## src/rtl/instruction_fetch_responder.sv

```systemverilog
// Instruction-fetch / MEM-FIFO bus arbiter.
// Serves single-word and four-word line fetches and MEM-stage FIFO entries
// over one shared bus port with at most one read in flight. Read return data
// is forwarded combinationally to whichever side owns the outstanding read.
module instruction_fetch_responder #(
    parameter int IF_PRIORITY = 1
) (
    input  logic        clk,
    input  logic        rst_n,
    // fetch side
    input  logic        i_if_request,
    input  logic [31:0] i_if_address,
    input  logic        i_if_burst,
    output logic [31:0] o_if_data,
    output logic        o_if_valid,
    // MEM FIFO side (show-ahead)
    input  logic        i_fifo_empty,
    input  logic [68:0] i_fifo_q,
    output logic        o_fifo_rdreq,
    output logic [31:0] o_mem_read_data,
    output logic        o_mem_read_valid,
    // bus
    output logic [31:0] o_bus_address,
    output logic        o_bus_read,
    output logic        o_bus_write,
    output logic [3:0]  o_bus_byteenable,
    output logic [31:0] o_bus_writedata,
    input  logic        i_bus_waitrequest,
    input  logic        i_bus_readdatavalid,
    input  logic [31:0] i_bus_readdata
);

    typedef enum logic [2:0] {
        ST_IDLE,
        ST_IF_CMD,
        ST_IF_WAIT,
        ST_FIFO_CMD,
        ST_FIFO_WAIT
    } state_t;

    state_t      state_reg, state_next;
    logic [31:0] if_addr_reg, if_addr_next;
    logic        if_burst_reg, if_burst_next;
    logic [1:0]  word_cnt_reg, word_cnt_next;
    logic        fifo_write_reg, fifo_write_next;
    logic [3:0]  fifo_mask_reg, fifo_mask_next;
    logic [31:0] fifo_addr_reg, fifo_addr_next;
    logic [31:0] fifo_data_reg, fifo_data_next;

    // A pending fetch is taken when it has priority or there is nothing else to do.
    logic fetch_sel;
    assign fetch_sel = i_if_request && ((IF_PRIORITY != 0) || i_fifo_empty);

    // Address bits that alignment discards by construction.
    logic unused_bits;
    assign unused_bits = ^{i_fifo_q[33:32], i_if_address[1:0]};

    // State and latched transaction fields; reset abandons any transaction in flight.
    always_ff @(posedge clk or negedge rst_n) begin
        if (!rst_n) begin
            state_reg      <= ST_IDLE;
            if_addr_reg    <= 32'h0;
            if_burst_reg   <= 1'b0;
            word_cnt_reg   <= 2'd0;
            fifo_write_reg <= 1'b0;
            fifo_mask_reg  <= 4'h0;
            fifo_addr_reg  <= 32'h0;
            fifo_data_reg  <= 32'h0;
        end else begin
            state_reg      <= state_next;
            if_addr_reg    <= if_addr_next;
            if_burst_reg   <= if_burst_next;
            word_cnt_reg   <= word_cnt_next;
            fifo_write_reg <= fifo_write_next;
            fifo_mask_reg  <= fifo_mask_next;
            fifo_addr_reg  <= fifo_addr_next;
            fifo_data_reg  <= fifo_data_next;
        end
    end

    // Next-state and Moore/Mealy outputs; everything idles at zero outside its owning state.
    always_comb begin
        state_next       = state_reg;
        if_addr_next     = if_addr_reg;
        if_burst_next    = if_burst_reg;
        word_cnt_next    = word_cnt_reg;
        fifo_write_next  = fifo_write_reg;
        fifo_mask_next   = fifo_mask_reg;
        fifo_addr_next   = fifo_addr_reg;
        fifo_data_next   = fifo_data_reg;
        o_if_data        = 32'h0;
        o_if_valid       = 1'b0;
        o_fifo_rdreq     = 1'b0;
        o_mem_read_data  = 32'h0;
        o_mem_read_valid = 1'b0;
        o_bus_address    = 32'h0;
        o_bus_read       = 1'b0;
        o_bus_write      = 1'b0;
        o_bus_byteenable = 4'h0;
        o_bus_writedata  = 32'h0;

        case (state_reg)
            ST_IDLE: begin
                if (fetch_sel) begin
                    // Line fills start on the 16-byte boundary and walk upward.
                    if_addr_next  = i_if_burst ? {i_if_address[31:4], 4'h0}
                                               : {i_if_address[31:2], 2'b00};
                    if_burst_next = i_if_burst;
                    word_cnt_next = 2'd0;
                    state_next    = ST_IF_CMD;
                end else if (!i_fifo_empty) begin
                    fifo_write_next = i_fifo_q[68];
                    fifo_mask_next  = i_fifo_q[67:64];
                    fifo_addr_next  = {i_fifo_q[63:34], 2'b00};
                    fifo_data_next  = i_fifo_q[31:0];
                    state_next      = ST_FIFO_CMD;
                end
            end
            ST_IF_CMD: begin
                o_bus_read       = 1'b1;
                o_bus_address    = if_addr_reg + {28'd0, word_cnt_reg, 2'b00};
                o_bus_byteenable = 4'hF;
                if (!i_bus_waitrequest) begin
                    state_next = ST_IF_WAIT;
                end
            end
            ST_IF_WAIT: begin
                if (i_bus_readdatavalid) begin
                    o_if_data  = i_bus_readdata;
                    o_if_valid = 1'b1;
                    if (!if_burst_reg || (word_cnt_reg == 2'd3)) begin
                        state_next = ST_IDLE;
                    end else begin
                        word_cnt_next = word_cnt_reg + 2'd1;
                        state_next    = ST_IF_CMD;
                    end
                end
            end
            ST_FIFO_CMD: begin
                o_bus_address = fifo_addr_reg;
                if (fifo_write_reg) begin
                    o_bus_write      = 1'b1;
                    o_bus_byteenable = fifo_mask_reg;
                    o_bus_writedata  = fifo_data_reg;
                end else begin
                    o_bus_read       = 1'b1;
                    o_bus_byteenable = 4'hF;
                end
                // The head entry is popped only once the bus has taken it.
                if (!i_bus_waitrequest) begin
                    o_fifo_rdreq = 1'b1;
                    state_next   = fifo_write_reg ? ST_IDLE : ST_FIFO_WAIT;
                end
            end
            ST_FIFO_WAIT: begin
                if (i_bus_readdatavalid) begin
                    o_mem_read_data  = i_bus_readdata;
                    o_mem_read_valid = 1'b1;
                    state_next       = ST_IDLE;
                end
            end
            default: begin
                state_next = ST_IDLE;
            end
        endcase
    end

endmodule

```

## config.mk

```make
export PLATFORM = sky130hd
export DESIGN_NAME = instruction_fetch_responder
export DESIGN_NICKNAME = d
export VERILOG_FILES = /design/src/rtl/instruction_fetch_responder.sv
export SDC_FILE = /design/constraint.sdc
export NUM_CORES = 1
export LEC_CHECK = 0
export ABC_CLOCK_PERIOD_IN_PS = 2100
export BUFFER_PORTS_ARGS = -buffer_cell sky130_fd_sc_hd__buf_2
export CORE_MARGIN = 1.5
export CORE_UTILIZATION = 35
export CTS_CLUSTER_SIZE = 30
export DETAILED_ROUTE_END_ITERATION = 16
export GPL_ROUTABILITY_DRIVEN = 0
export PLACE_DENSITY = 0.68
export SYNTH_ARGS = -nofsm -noshare
export SYNTH_HDL_FRONTEND = slang
export SYNTH_SLANG_ARGS = --single-unit
```

## constraint.sdc

```tcl
create_clock -name clk -period 2.1 [get_ports clk]
set_input_delay 0 -clock clk [delete_from_list [all_inputs] [get_ports clk]]
set_output_delay 0 -clock clk [all_outputs]
set_load 0.03 [all_outputs]
```

**Yosys cells after proc, flatten, opt, wreduce, memory -nomap -nowiden**

Cells that the tools add are included.

- Add/subtract/negate cells: 2
- Multipliers: 0
- Div/mod/pow operators: 0
- $lt $le $gt $ge: 0
- Eq/ne operators: 12
- Shifts and indexed selects: 0
- Mux-type cells: 31
- Bitwise operators: 2
- Reductions and logical operators: 8

Operators with widths:

| cell | count |
|---|---|
| 32-bit two-way mux | 5 |
| 32-bit case mux with 2 select lines | 1 |
| 32-bit by 4-bit adder with 32-bit output | 1 |
| 3-bit two-way mux | 7 |
| 3-bit case mux with 5 select lines | 1 |
| 2-bit != test, second input constant | 6 |
| 1-bit two-way mux | 9 |
| 4-bit two-way mux | 2 |
| 4-bit case mux with 2 select lines | 1 |
| 3-bit by 2-bit == test with 1-bit output, second input constant | 2 |
| 2-bit two-way mux | 3 |
| 5-bit AND reduction | 1 |
| 2-bit case mux with 2 select lines | 1 |
| 4-bit AND reduction | 1 |
| 3-bit by 1-bit == test with 1-bit output, second input constant | 1 |
| 3-bit == test, second input constant | 1 |
| 3-bit zero test | 1 |
| 3-bit != test, second input constant | 1 |
| 3-bit AND reduction | 1 |
| 2-bit by 1-bit adder with 2-bit output, second input constant | 1 |
| 2-bit == test, second input constant | 1 |
| 1-bit inverter | 2 |
| 1-bit case mux with 2 select lines | 1 |
| 2-bit AND reduction | 1 |
| other kinds (3) | 3 |

- Flip-flop bits (word level): 105
- Latch bits: 0
- Memory bits (writable): 0
- Bits in read-only memories: 0
- Bits of input ports: 140
- Word-level logic and storage cells: 63
- Memories kept: 0

**Depth between registers and ports, before layout**

- Depth in word-level cells: 5
- Gate-level depth with buffers: 7
- Mapped depth without buffers: 7

**Least setup slack after synthesis**

Ideal clock, no wire load.

- Kind: register to output
- From: register word_cnt_reg[0]
- To: output o_bus_address[28]
- Arrival: 2300 ps
- Setup slack: -200 ps
- Cell stages (with the launch flop): 8
- Buffers on the path: 0
- Cells stage by stage: dfrtp_1 -> ha_1 -> fa_1 -> and4_1 -> nor3b_2 -> nand4_1 -> xor2_1 -> o21ai_0

- Cells in the longest elaborated chain, start to end: 2

Ends and longest elaborated chain:

| item | RTL line | source |
|---|---|---|
| start, declared | 44 | `logic [1:0] word_cnt_reg, word_cnt_next;` |
| start signal, assigned | 73 | `word_cnt_reg <= word_cnt_next;` |
| 32-bit by 4-bit adder with 32-bit output | 121 | `o_bus_address = if_addr_reg + {28'd0, word_cnt_reg, 2'b00};` |
| 32-bit case mux with 2 select lines | 102 | `case (state_reg)` |
| end, declared | 23 | `output logic [31:0] o_bus_address,` |

Every way passes these cells.

**Worst setup path after layout**

- From: register if_addr_reg[2]
- To: output o_bus_address[14]

- Cells in the longest elaborated chain, start to end: 2

Ends and longest elaborated chain:

| item | RTL line | source |
|---|---|---|
| start, declared | 42 | `logic [31:0] if_addr_reg, if_addr_next;` |
| start signal, assigned | 71 | `if_addr_reg <= if_addr_next;` |
| 32-bit by 4-bit adder with 32-bit output | 121 |  |
| 32-bit case mux with 2 select lines | 102 |  |

Every way passes these cells.

==> results.toml <==
[critical_path]
arrival_ns = 2.34
reg2reg_slack_ns = 0.14
crit_path_frequent_cell = "buf_6"
cp_data_required_time_ns = 2.10
critPathCaptureType = "output port"
crit_buf_inv = 3
slowest_delay_ns = 0.41
start_kind = "register"
crit_type = "register to output port"
cpMaxStageDelayCell = "dfrtp_1"
r2r_start = "word_cnt_reg[0]"
r2r_end = "word_cnt_reg[0]"
path_max_fanout = 3
crit_chain = "ha_4 > fa_2 > and4_4 > buf_4 > buf_6 > nand2_8 > nor2_4 > xnor2_2 > o21ai_2 > buf_6"
rr_worst_depth = 6
crit_family = "adder cells"

[final_layout]
largest_reg_flops = 32
syn2layout_area_growth_pct = 59.82
fillers = 1317
final_common_cell = "buf_2"
layout_common_cells = "244 x buf_2, 101 x dlygate4sd3_1, 97 x mux2_2, 92 x dfrtp_1, 68 x and3_1"
layout.cell_area.non_filler_um2 = 9009
final_util_pct = 56.92
nNetsFinal = 1032
drive_gt1_share_pct = 51.29

[pwr]
power_frac_comb_pct = 49.7
swShare_pct = 41.71
total_power_mw = 11.73
p_clk_share_pct = 17.0
p_int_mw = 6.835
cellPowerDensity_nw_per_um2 = 1302
p_seq_share_pct = 33.3
peakVddDrop_uv = 697.0
switchingPower_mw = 4.891
p_leak_nw = 4.558

[outcome]
violations = "setup timing"
outcome = "complete, but fails checks"

[yosys]
avgSynthCellArea_um2 = 10.90
ys_types = 42
syn-instance-count = 517
yosys_warnings = 0
ys_ff_latch = 103
synth_ff_type = "dfrtp_1"
ys_seq_area_share_pct = 45.73
ys_async_sr_fraction_pct = 100.0
synthesis.area_um2 = 5637
synth_edf_count = 0

[sta]
timing.slew.headroom_pct = 60.39
holdWs_ns = 0.1693
fmax_mhz = 427.4
layout_setup_ws_ns = -0.2395
worst_pin_slew_ns = 0.5941
rsz0062_at_grt = "true"
period_minus_slack_ns = 2.340
finalSetupViolations = 17
finalMaxSlewViolations = 0
final_hold_viol_count = 0
skew_ns = 0.009767
period_share_pct = 111.4

[worst_hold_path]
hold_class = "primary input to register"
hold_depth = 4
hold_end = "state_reg[1]"
hold_start = "i_if_request"

[grt]
grt_max_degree = 44
grt_pass1_wl_um = 27120
antenna_found_initial = 2
grt_pass1_vias = 5122
grt_util_all_layers_pct = 21.09
grt-ovfl-total = 0

[routing]
drt-initial-drc-count = 311
first_pass_iters = 4
vias = 5389
drt_wl_total_um = 19020
drt-vias-per-instance = 4.855
routedWlPerCell_um = 17.14
drc_errors = 0
ant_nets = 0

[placement]
dp_slack_ns = -0.06478
dp_hpwl_um = 13010
post_dp_cell_area_um2 = 7271
io_buffers = 270

[floorplan]
boundaryPins = 277
die_h_um = 129.9
rows = 46
die_x_um = 129.9
core_area_um2 = 15830
die-area_um2 = 16880
start_util_pct = 35.61

[cts]
cts_made_buffers = 9
clockRootBuffer = "clkbuf_16"
clock-sinks = 103
insertion_delay_ns = 0.35
path_clk_slew_ns = 0.06
htreeDepth = 3
cts_tree = "built"
cts_max_path_buffers = 2

[job]
drv_cap = 0
-- per-stage QoR --
stage	setup TNS (ns)	instances
2_1_floorplan	0	518
3_3_place_gp	-0.02743	982
3_5_place_dp	-0.3346	982
4_1_cts	-3.031	1103
5_1_grt	-3.698	1110
6_report	-2.166	1110
-- cells in the mapped netlist, drive strengths merged, types with 3 or more instances --
cell    count  area, µm²
a21o        5      37.54
a21oi       3      15.01
a22o        3      26.28
and2       38      237.7
and3       71      446.7
and4        4      36.29
buf        17      111.4
clkbuf     24      90.09
dfrtp     103       2577
ha          3      37.54
mux2       97       1092
nand2      36      135.1
nand3       9      45.04
nand3b      3      22.52
nand4      10      83.83
nor2        8      30.03
nor2b       3      18.77
nor4        3      33.78
o21ai      32      163.9
xnor2       7      61.31
xor2       21      183.9
-- how the worst max path moves through the flow --
stage / endpoint / slack [ns] / from / cells past startpoint
floorplan: o_bus_address[10] / 0.02 / word_cnt_reg[0] / 6
global placement: o_bus_address[30] / -0.02 / if_addr_reg[2] / 8
detailed placement: o_bus_address[30] / -0.06 / if_addr_reg[2] / 8
CTS: o_bus_address[24] / -0.20 / if_addr_reg[2] / 9
global route: o_bus_address[30] / -0.33 / if_addr_reg[2] / 9
finish: o_bus_address[14] / -0.24 / if_addr_reg[2] / 10
-- cells by family after synthesis --
logic type	share of synthesized area (%)
simple gates	21.04
flops	45.73
mux	19.38
compound gates	4.706
buf+inv	3.707
xor+xnor	4.351
fa+ha+maj	1.021
other cells	0.06653
-- worst reg2reg max path: cells and delay by family (launching register included) --
family          cells  cell delay, ns
mux                 1            0.29
flops               1            0.41
simple gates        2            0.62
buf+inv             1            0.15
compound gates      1            0.19
fa+ha+maj           1            0.19
-- metal layers --
layer	track usage, %	vias to the layer above	share of wire (%)
met5	0	-	0.068
met4	8.693	2	2.6
met3	4.182	36	4.7
met2	32.68	177	46
met1	28.92	2612	46
li1	-	2562	-
-- timing repair --
item | in CTS | in global routing
gates resized for setup | 32 | 56
pin swaps | 4 | 17
endpoints found under the setup margin | 29 | 63
hold buffers | 101 | 0
endpoints found under the hold margin | 141 | 0
setup buffers | 4 | 5
gates cloned | 0 | 1
-- power by group through the flow --
stage          Combinational (mW)  Clock (mW)  Sequential (mW)
5_1_grt                      6.21        2.11             4.04
6_report                     5.83        2.00             3.90
3_3_place_gp                 5.15           0             3.78
3_5_place_dp                 5.21           0             3.84
2_1_floorplan                3.83           0             3.53
4_1_cts                      5.54        2.04             3.83
-- area by class of cell --
class	instances	area [µm²]	area share, %
Antenna cell	1	2.502	0.02778
Clock buffer	12	256.5	2.847
Clock inverter	4	98.84	1.097
Inverter	2	7.507	0.08333
Multi-Input combinational cell	373	3052	33.88
Sequential cell	103	2591	28.76
Tap cell	216	270.3	3.000
Timing Repair Buffer	399	2730	30.31
Note: power is estimated with default switching activity, not from simulation.
